$ cat config.mk
export PLATFORM = sky130hd
export DESIGN_NAME = seg7_pattern_decoder
export DESIGN_NICKNAME = d
export VERILOG_FILES = /design/src/rtl/seg7_pattern_decoder.sv
export SDC_FILE = /design/constraint.sdc
export NUM_CORES = 1
export LEC_CHECK = 0
export BUFFER_PORTS_ARGS = -buffer_cell sky130_fd_sc_hd__buf_2
export CORE_MARGIN = 8
export CORE_UTILIZATION = 45
export DETAILED_ROUTE_END_ITERATION = 16
export PLACE_DENSITY = 0.62
export SLEW_MARGIN = 20
export SYNTH_ARGS = -nofsm -noshare
export SYNTH_HDL_FRONTEND = slang
export SYNTH_SLANG_ARGS = --single-unit
$ cat constraint.sdc
create_clock -name clk -period 4.85 [get_ports clk]
set_clock_uncertainty 0.15 [all_clocks]
set_input_delay 0.2425 -clock clk [delete_from_list [all_inputs] [get_ports clk]]
set_output_delay 0.2425 -clock clk [all_outputs]
set_load 0.01 [all_outputs]
$ cat src/rtl/seg7_pattern_decoder.sv
// Debounces an active-low 7-segment bus and reports each settled digit once.
// Define SEG7_DEC_ERRCNT_EN to add the saturating err_cnt output.
module seg7_pattern_decoder #(
  parameter int unsigned STABLE_CYCLES = 4
) (
  input  logic       clk,
  input  logic       rst_n,
  input  logic [6:0] h,
  input  logic       en,
  input  logic       out_ready,
  output logic       out_valid,
  output logic [2:0] b,
  output logic       blank,
  output logic       err
`ifdef SEG7_DEC_ERRCNT_EN
  ,
  output logic [7:0] err_cnt
`endif
);

  localparam logic [6:0] BLANK = 7'b1111111;
  localparam logic [7:0] CNT_LAST = 8'(STABLE_CYCLES - 1);

  typedef enum logic {
    IDLE,
    VALID
  } state_e;

  state_e     state_q, state_d;
  logic [6:0] h_s_q, h_s_d;
  logic [6:0] cand_q, cand_d;
  logic [6:0] last_q, last_d;
  logic [7:0] cnt_q, cnt_d;
  logic [2:0] b_q, b_d;
  logic       blank_q, blank_d;
  logic       err_q, err_d;
  logic       stable;
  logic [2:0] dec_b;
  logic       dec_blank;
  logic       dec_err;

`ifdef SEG7_DEC_ERRCNT_EN
  logic [7:0] ecnt_q, ecnt_d;
`endif

  always_comb begin
    h_s_d  = en ? h : BLANK;
    cand_d = cand_q;
    cnt_d  = cnt_q;
    if (h_s_q != cand_q) begin
      cand_d = h_s_q;
      cnt_d  = 8'd0;
    end else if (cnt_q != CNT_LAST) begin
      cnt_d = cnt_q + 8'd1;
    end
  end

  assign stable = (h_s_q == cand_q) && (cnt_q == CNT_LAST);

  always_comb begin
    dec_b     = 3'd0;
    dec_blank = 1'b0;
    dec_err   = 1'b0;
    unique case (cand_q)
      7'b1000000: dec_b = 3'd0;
      7'b1111001: dec_b = 3'd1;
      7'b0100100: dec_b = 3'd2;
      7'b0110000: dec_b = 3'd3;
      7'b0011001: dec_b = 3'd4;
      7'b0010010: dec_b = 3'd5;
      7'b0000010: dec_b = 3'd6;
      7'b1111000: dec_b = 3'd7;
      BLANK:      dec_blank = 1'b1;
      default:    dec_err = 1'b1;
    endcase
  end

  always_comb begin
    state_d = state_q;
    last_d  = last_q;
    b_d     = b_q;
    blank_d = blank_q;
    err_d   = err_q;
`ifdef SEG7_DEC_ERRCNT_EN
    ecnt_d  = ecnt_q;
`endif
    unique case (state_q)
      IDLE: begin
        if (stable && (cand_q != last_q)) begin
          state_d = VALID;
          last_d  = cand_q;
          b_d     = dec_b;
          blank_d = dec_blank;
          err_d   = dec_err;
`ifdef SEG7_DEC_ERRCNT_EN
          if (dec_err && (ecnt_q != 8'hff)) ecnt_d = ecnt_q + 8'd1;
`endif
        end
      end
      VALID: begin
        if (out_ready) state_d = IDLE;
      end
      default: state_d = IDLE;
    endcase
  end

  always_ff @(posedge clk) begin
    if (!rst_n) begin
      state_q <= IDLE;
      h_s_q   <= BLANK;
      cand_q  <= BLANK;
      last_q  <= BLANK;
      cnt_q   <= 8'd0;
      b_q     <= 3'd0;
      blank_q <= 1'b0;
      err_q   <= 1'b0;
`ifdef SEG7_DEC_ERRCNT_EN
      ecnt_q  <= 8'd0;
`endif
    end else begin
      state_q <= state_d;
      h_s_q   <= h_s_d;
      cand_q  <= cand_d;
      last_q  <= last_d;
      cnt_q   <= cnt_d;
      b_q     <= b_d;
      blank_q <= blank_d;
      err_q   <= err_d;
`ifdef SEG7_DEC_ERRCNT_EN
      ecnt_q  <= ecnt_d;
`endif
    end
  end

  assign out_valid = (state_q == VALID);
  assign b         = b_q;
  assign blank     = blank_q;
  assign err       = err_q;
`ifdef SEG7_DEC_ERRCNT_EN
  assign err_cnt   = ecnt_q;
`endif

endmodule

==> out/results.ini, run 1 <==
[sta]
max-slew-margin-rel_pct=69.4
fin_tns_setup_ns=0
worstMarginPinSlew_ns=0.459
layout_min_cycle_time_ns=2.27
setup_viol=0
timing.fmax_mhz=440
rsz0062_at_grt=false
drv_slew=0
holdWs_ns=0.0975
min_period_over_period_pct=46.8
hold_violations=0

[route]
drt-total-wl_um=3420
drt-pass1-iter-count=4
antenna_left=0
viasPerCell=5.36
vias=1292
drt_iter0_markers=88
wire_per_inst_um=14.2
drc_errors=0

[floorplanning]
ioPinCount=17
fp-row-count=22
die_y_um=76.3
core_region_area_um2=3580
die_w_um=76.3
dieArea_um2=5820
start_util_pct=45.7

[synthesis]
synth_flop_cell=dfxtp_1
synth-edff-count=0
netlist_area_um2=1640
synth_top_family_by_area=simple AND/OR/NAND/NOR gates
yosysSeqAreaShare_pct=42.8
synth-adder-area-share_pct=0.765
synth_area_per_cell_um2=9.41
ys_async_sr_fraction_pct=0
syn-num-nets=186
yosysUniqueCellTypes=38
synthMuxAreaShare_pct=2.45
synth-compound-area-share_pct=8.56
synthXorXnorAreaFrac_pct=13.4
synthCells=174
yosysWarnings=0
synth_simple_gate_area_share_pct=26.5
ys_ff_latch=35

[global_route]
antenna_found_initial=0
grt_max_degree=27
grt_util_all_layers_pct=12.6
grt_pass1_vias=1411
grt_first_pass_wirelength_um=6130
gr-total-overflow=0

[finish]
area_growth_pct=12.3
antenna_cells=0
final_nets=205
finalNonFillerCells=241
final_common_cell=dfxtp_1
final_util_pct=51.4
final_cell_mix=dfxtp_1, nand3_1, xor2_1, buf_2
post_route_cells_drive_above_1_share_pct=17.6

[power_and_ir_drop]
ir_worst_vdd_mv=0.228
p_per_area_nw_per_um2=296
power_leakage_nw=0.670
power_w=0.000543

[clock_tree]
cts_tree=built
postCtsSetupBuffers=0
clockBufferDepth=2
insertion_delay_ns=0.33
clk_pin_slew_worst_paths_ns=0.10
root_buffer=clkbuf_4
h-tree-depth=2
cts_sinks=35
cts-buffers-inserted=5

[placement]
numPortBuffers=16
gp_congestion=0.843
placedCellCount=227
dpl.hpwl_um=2420

[setup_path]
required_ns=4.96
cp_max_fo=9
path_class=reg -> reg
critical_path_arrival_ns=2.38
cp-start-kind=flip-flop
critPathCaptureType=flip-flop

[min_path]
holdCritPathClass=in -> reg

[outcome]
status=complete, no violations

[run]
cap_violations=0

==> power by group <==
part	switching, W	leakage (nW)	internal (W)
combinational	0.0000230	0.348	0.0000198
clock	0.0000947	0.0373	0.000106
sequential	0.00000790	0.285	0.000292
==> repair_timing <==
item	4_1_cts	5_1_grt
endpoints found under the setup margin	0	0
hold endpoints to repair	7	0
resized for setup	0	0
hold buffers	7	0
==> stage by stage <==
step	setup WS, ns	area, um^2
3_5_place_dp	2.56	1690
6_report	2.58	1840
5_1_grt	2.37	1840
3_3_place_gp	2.71	1690
2_1_floorplan	2.91	1640
4_1_cts	2.53	1840
==> logic make-up after synthesis <==
| logic type | Yosys count |
|---|---|
| adder cells (fa/ha/maj) | 1 |
| AND/OR/NAND/NOR | 76 |
| buffers and inverters | 13 |
| multiplexers | 4 |
| AO/OA/AOI/OAI | 20 |
| XOR/XNOR | 25 |
| flip-flops | 35 |
==> worst paths after layout <==
path                          from                   end  slack, ns  cells past startpoint
min                      out_ready  out_valid$_SDFF_PN0_        0.1                      3
max reg2reg  cnt_q[0]$_SDFFE_PP0P_      err$_SDFFE_PN0P_       2.58                      6
min reg2reg      b[0]$_SDFFE_PN0P_     b[0]$_SDFFE_PN0P_       0.31                      2
max          cnt_q[0]$_SDFFE_PP0P_      err$_SDFFE_PN0P_       2.58                      6
==> Yosys cell counts, types with 2 or more instances <==
cell type   n  area share (%)
clkbuf_1    3            0.69
and3_1      2            0.76
inv_1       2            0.46
buf_4       3             1.4
xor2_1     18             9.6
nor2b_1     2            0.76
mux2i_1     4             2.4
a21oi_1     2            0.61
nand2b_1    7             2.7
or2_2       7             2.7
nand4_1     5             1.9
nor2_1     10             2.3
nor3_1      3            0.92
nand3_1    21             6.4
nor4b_1     2             1.1
nand2_1    10             2.3
dfxtp_1    35              43
o21ai_0     9             2.8
xnor2_1     7             3.7
buf_6       4             2.8
==> layer usage <==
metal | wire length, um | share of wire, % | GRT usage, % | vias to the layer above
met5 | 0 | 0 | 0 | -
met4 | 57 | 1.7 | 5.00 | 0
met3 | 165 | 4.8 | 4.13 | 6
met2 | 1730 | 50 | 22.2 | 45
met1 | 1480 | 43 | 13.4 | 606
li1 | - | - | - | 635
==> sequential cells by signal, summed over array words and instances, names as in the netlist <==
name / cells
cand_q: 7
cnt_q: 8
last_q: 7
h_s_q: 7
blank: 1
err: 1
b: 3
out_valid: 1
==> worst max-delay path, cell delays in order (launching register included) <==
cell,delay (ns)
dfxtp_1,0.43
ha_1,0.28
nor4b_1,0.27
nand2_1,0.25
a211o_1,0.41
nor2_4,0.22
mux2i_1,0.20
==> layout make-up <==
| cell class | count | area (um^2) |
|---|---|---|
| sequential | 35 | 701 |
| tap | 48 | 60.1 |
| clock inverter | 2 | 37.5 |
| timing repair buffer | 23 | 150 |
| multi-input combinational | 126 | 845 |
| fill | 347 | 1740 |
| inverter | 2 | 7.51 |
| clock buffer | 5 | 37.5 |
No activity file was read; power rests on OpenSTA's default activity.
==> inputs of run 2 (changes only) <==
--- a/config.mk
+++ b/config.mk
@@ -9,7 +9,7 @@
 export CORE_MARGIN = 8
 export CORE_UTILIZATION = 45
 export DETAILED_ROUTE_END_ITERATION = 16
-export PLACE_DENSITY = 0.62
+export PLACE_DENSITY = 0.64
 export SLEW_MARGIN = 20
 export SYNTH_ARGS = -nofsm -noshare
 export SYNTH_HDL_FRONTEND = slang
==> constraint.sdc (replaced) <==
create_clock -name clk -period 1.92 [get_ports clk]
set_clock_uncertainty 0.15 [all_clocks]
set_input_delay 0.096 -clock clk [delete_from_list [all_inputs] [get_ports clk]]
set_output_delay 0.096 -clock clk [all_outputs]
set_load 0.01 [all_outputs]
==> run 2 against run 1 <==
- via count grew 9.4%
- non-clock buffer count rose by 26
- worst setup slack worse by 2.5 ns
- critical path type unchanged
- critical endpoint is now last_q[5]$_SDFFE_PN1P_
==> out/results.ini, run 2 (synthesis gave the netlist of run 1 again) <==
[setup_path]
slowest_delay_ns=0.37
critical_path_arrival_ns=1.90
cp_max_fo=4
required_ns=1.99
cp-start-kind=flip-flop
path_class=reg -> reg
slowest_stage=dfxtp_2
path_cells=ha_4, nor4b_4, nand2_2, buf_4, a211o_2, o21ai_0, nand3_1
critPathCaptureType=flip-flop

[clock_tree]
cts-buffers-inserted=5
root_buffer=clkbuf_4
clk_pin_slew_worst_paths_ns=0.10
cts_tree=built
insertion_delay_ns=0.34
clockBufferDepth=2
cts_sinks=35
h-tree-depth=2

[floorplanning]
die_y_um=76.3
fp-row-count=22
start_util_pct=45.7
ioPinCount=17
dieArea_um2=5820
die_w_um=76.3
core_region_area_um2=3580

[sta]
hold_violations=0
worstMarginPinSlew_ns=0.598
timing.fmax_mhz=547
layout_min_cycle_time_ns=1.83
setup_viol=0
drv_slew=0
min_period_over_period_pct=95.3
max-slew-margin-rel_pct=59.8

[route]
vias=1414
viasPerCell=5.26
drt_iter0_markers=63
antenna_left=0
drc_errors=0
drt-total-wl_um=3710
drt-pass1-iter-count=5
wire_per_inst_um=13.8

[global_route]
grt_max_degree=17
antenna_found_initial=0
gr-total-overflow=0
grt_first_pass_wirelength_um=6370
grt_util_all_layers_pct=13.3
grt_pass1_vias=1412

[placement]
numPortBuffers=16
dpl.hpwl_um=2580
gp_congestion=0.796
place_area_um2=1820

[finish]
fin_area_um2=2090
area_growth_pct=27.8
regMostFlops=cnt_q
final_cell_mix=dfxtp_1, nand3_1, xor2_1, buf_4, dlygate4sd3_1
largest_reg_flops=8
final_common_cell=dfxtp_1
final_nets=232
post_route_cells_drive_above_1_share_pct=26.7
antenna_cells=0

[min_path]
holdCritPathClass=reg -> reg

[power_and_ir_drop]
power_leakage_nw=0.771
ir_worst_vdd_mv=0.376
power_w=0.00128
p_per_area_nw_per_um2=611

[run]
cap_violations=0

[outcome]
status=complete, no violations

[run 2: path summary, 6_finish.rpt]
check / slack, ns / depth (start not counted) / startpoint / endpoint
max reg2reg: 0.09 / 7 / cnt_q[1]$_SDFFE_PP0P_ / last_q[5]$_SDFFE_PN1P_
min reg2reg: 0.31 / 2 / err$_SDFFE_PN0P_ / err$_SDFFE_PN0P_
min: 0.31 / 2 / err$_SDFFE_PN0P_ / err$_SDFFE_PN0P_
max: 0.09 / 7 / cnt_q[1]$_SDFFE_PP0P_ / last_q[5]$_SDFFE_PN1P_
[run 2: routing by layer]
metal,vias up,track usage [%],wire [um]
met3,6,4.48,200
met1,673,13.8,1530
met5,-,0,0
met2,39,24.2,1910
li1,696,-,-
met4,0,4.81,73
[run 2: worst max-delay path: cells and delay by family, from the launching register on]
kind | cells | cell delay, ns
AOI/OAI and AO/OA | 2 | 0.44
DFF | 1 | 0.37
adders and majority gates | 1 | 0.14
and+or+nand+nor | 3 | 0.44
buffers and inverters | 1 | 0.15
[run 2: final cells by class]
| class | count | area, um^2 |
|---|---|---|
| Timing Repair Buffer | 49 | 370 |
| Fill cell | 328 | 1490 |
| Clock buffer | 7 | 45.0 |
| Sequential cell | 35 | 703 |
| Inverter | 2 | 7.51 |
| Tap cell | 48 | 60.1 |
| Clock inverter | 1 | 5.00 |
| Multi-Input combinational cell | 127 | 900 |
[run 2: repair_timing]
item                                   4_1_cts  5_1_grt
endpoints found under the hold margin       19        0
hold buffers                                16        0
pin swaps                                    1        3
setup endpoints to repair                    6       23
resized for setup                            3        6
cloned                                       0        1
buffers inserted                             0        2
[run 2: per-stage QoR]
step                      util (%)  hold WS, ns  worst slack, ns  setup TNS (ns)  instances
after floorplan                  -       0.0526          0.00408               0        174
after global placement        50.8        0.132           0.0375               0        242
after detailed placement      50.8        0.135          -0.0795          -0.271        242
after CTS                     57.1        0.315           0.0260               0        266
after global routing          58.4        0.340         -0.00444        -0.00444        269
final                         58.4        0.313           0.0902               0        269
[run 2: where the power goes]
part / internal (W) / total (W) / switching [W]
Sequential: 0.000739 / 0.000748 / 0.00000976
Clock: 0.000142 / 0.000370 / 0.000228
Combinational: 0.0000810 / 0.000159 / 0.0000783
Total: 0.000962 / 0.00128 / 0.000316
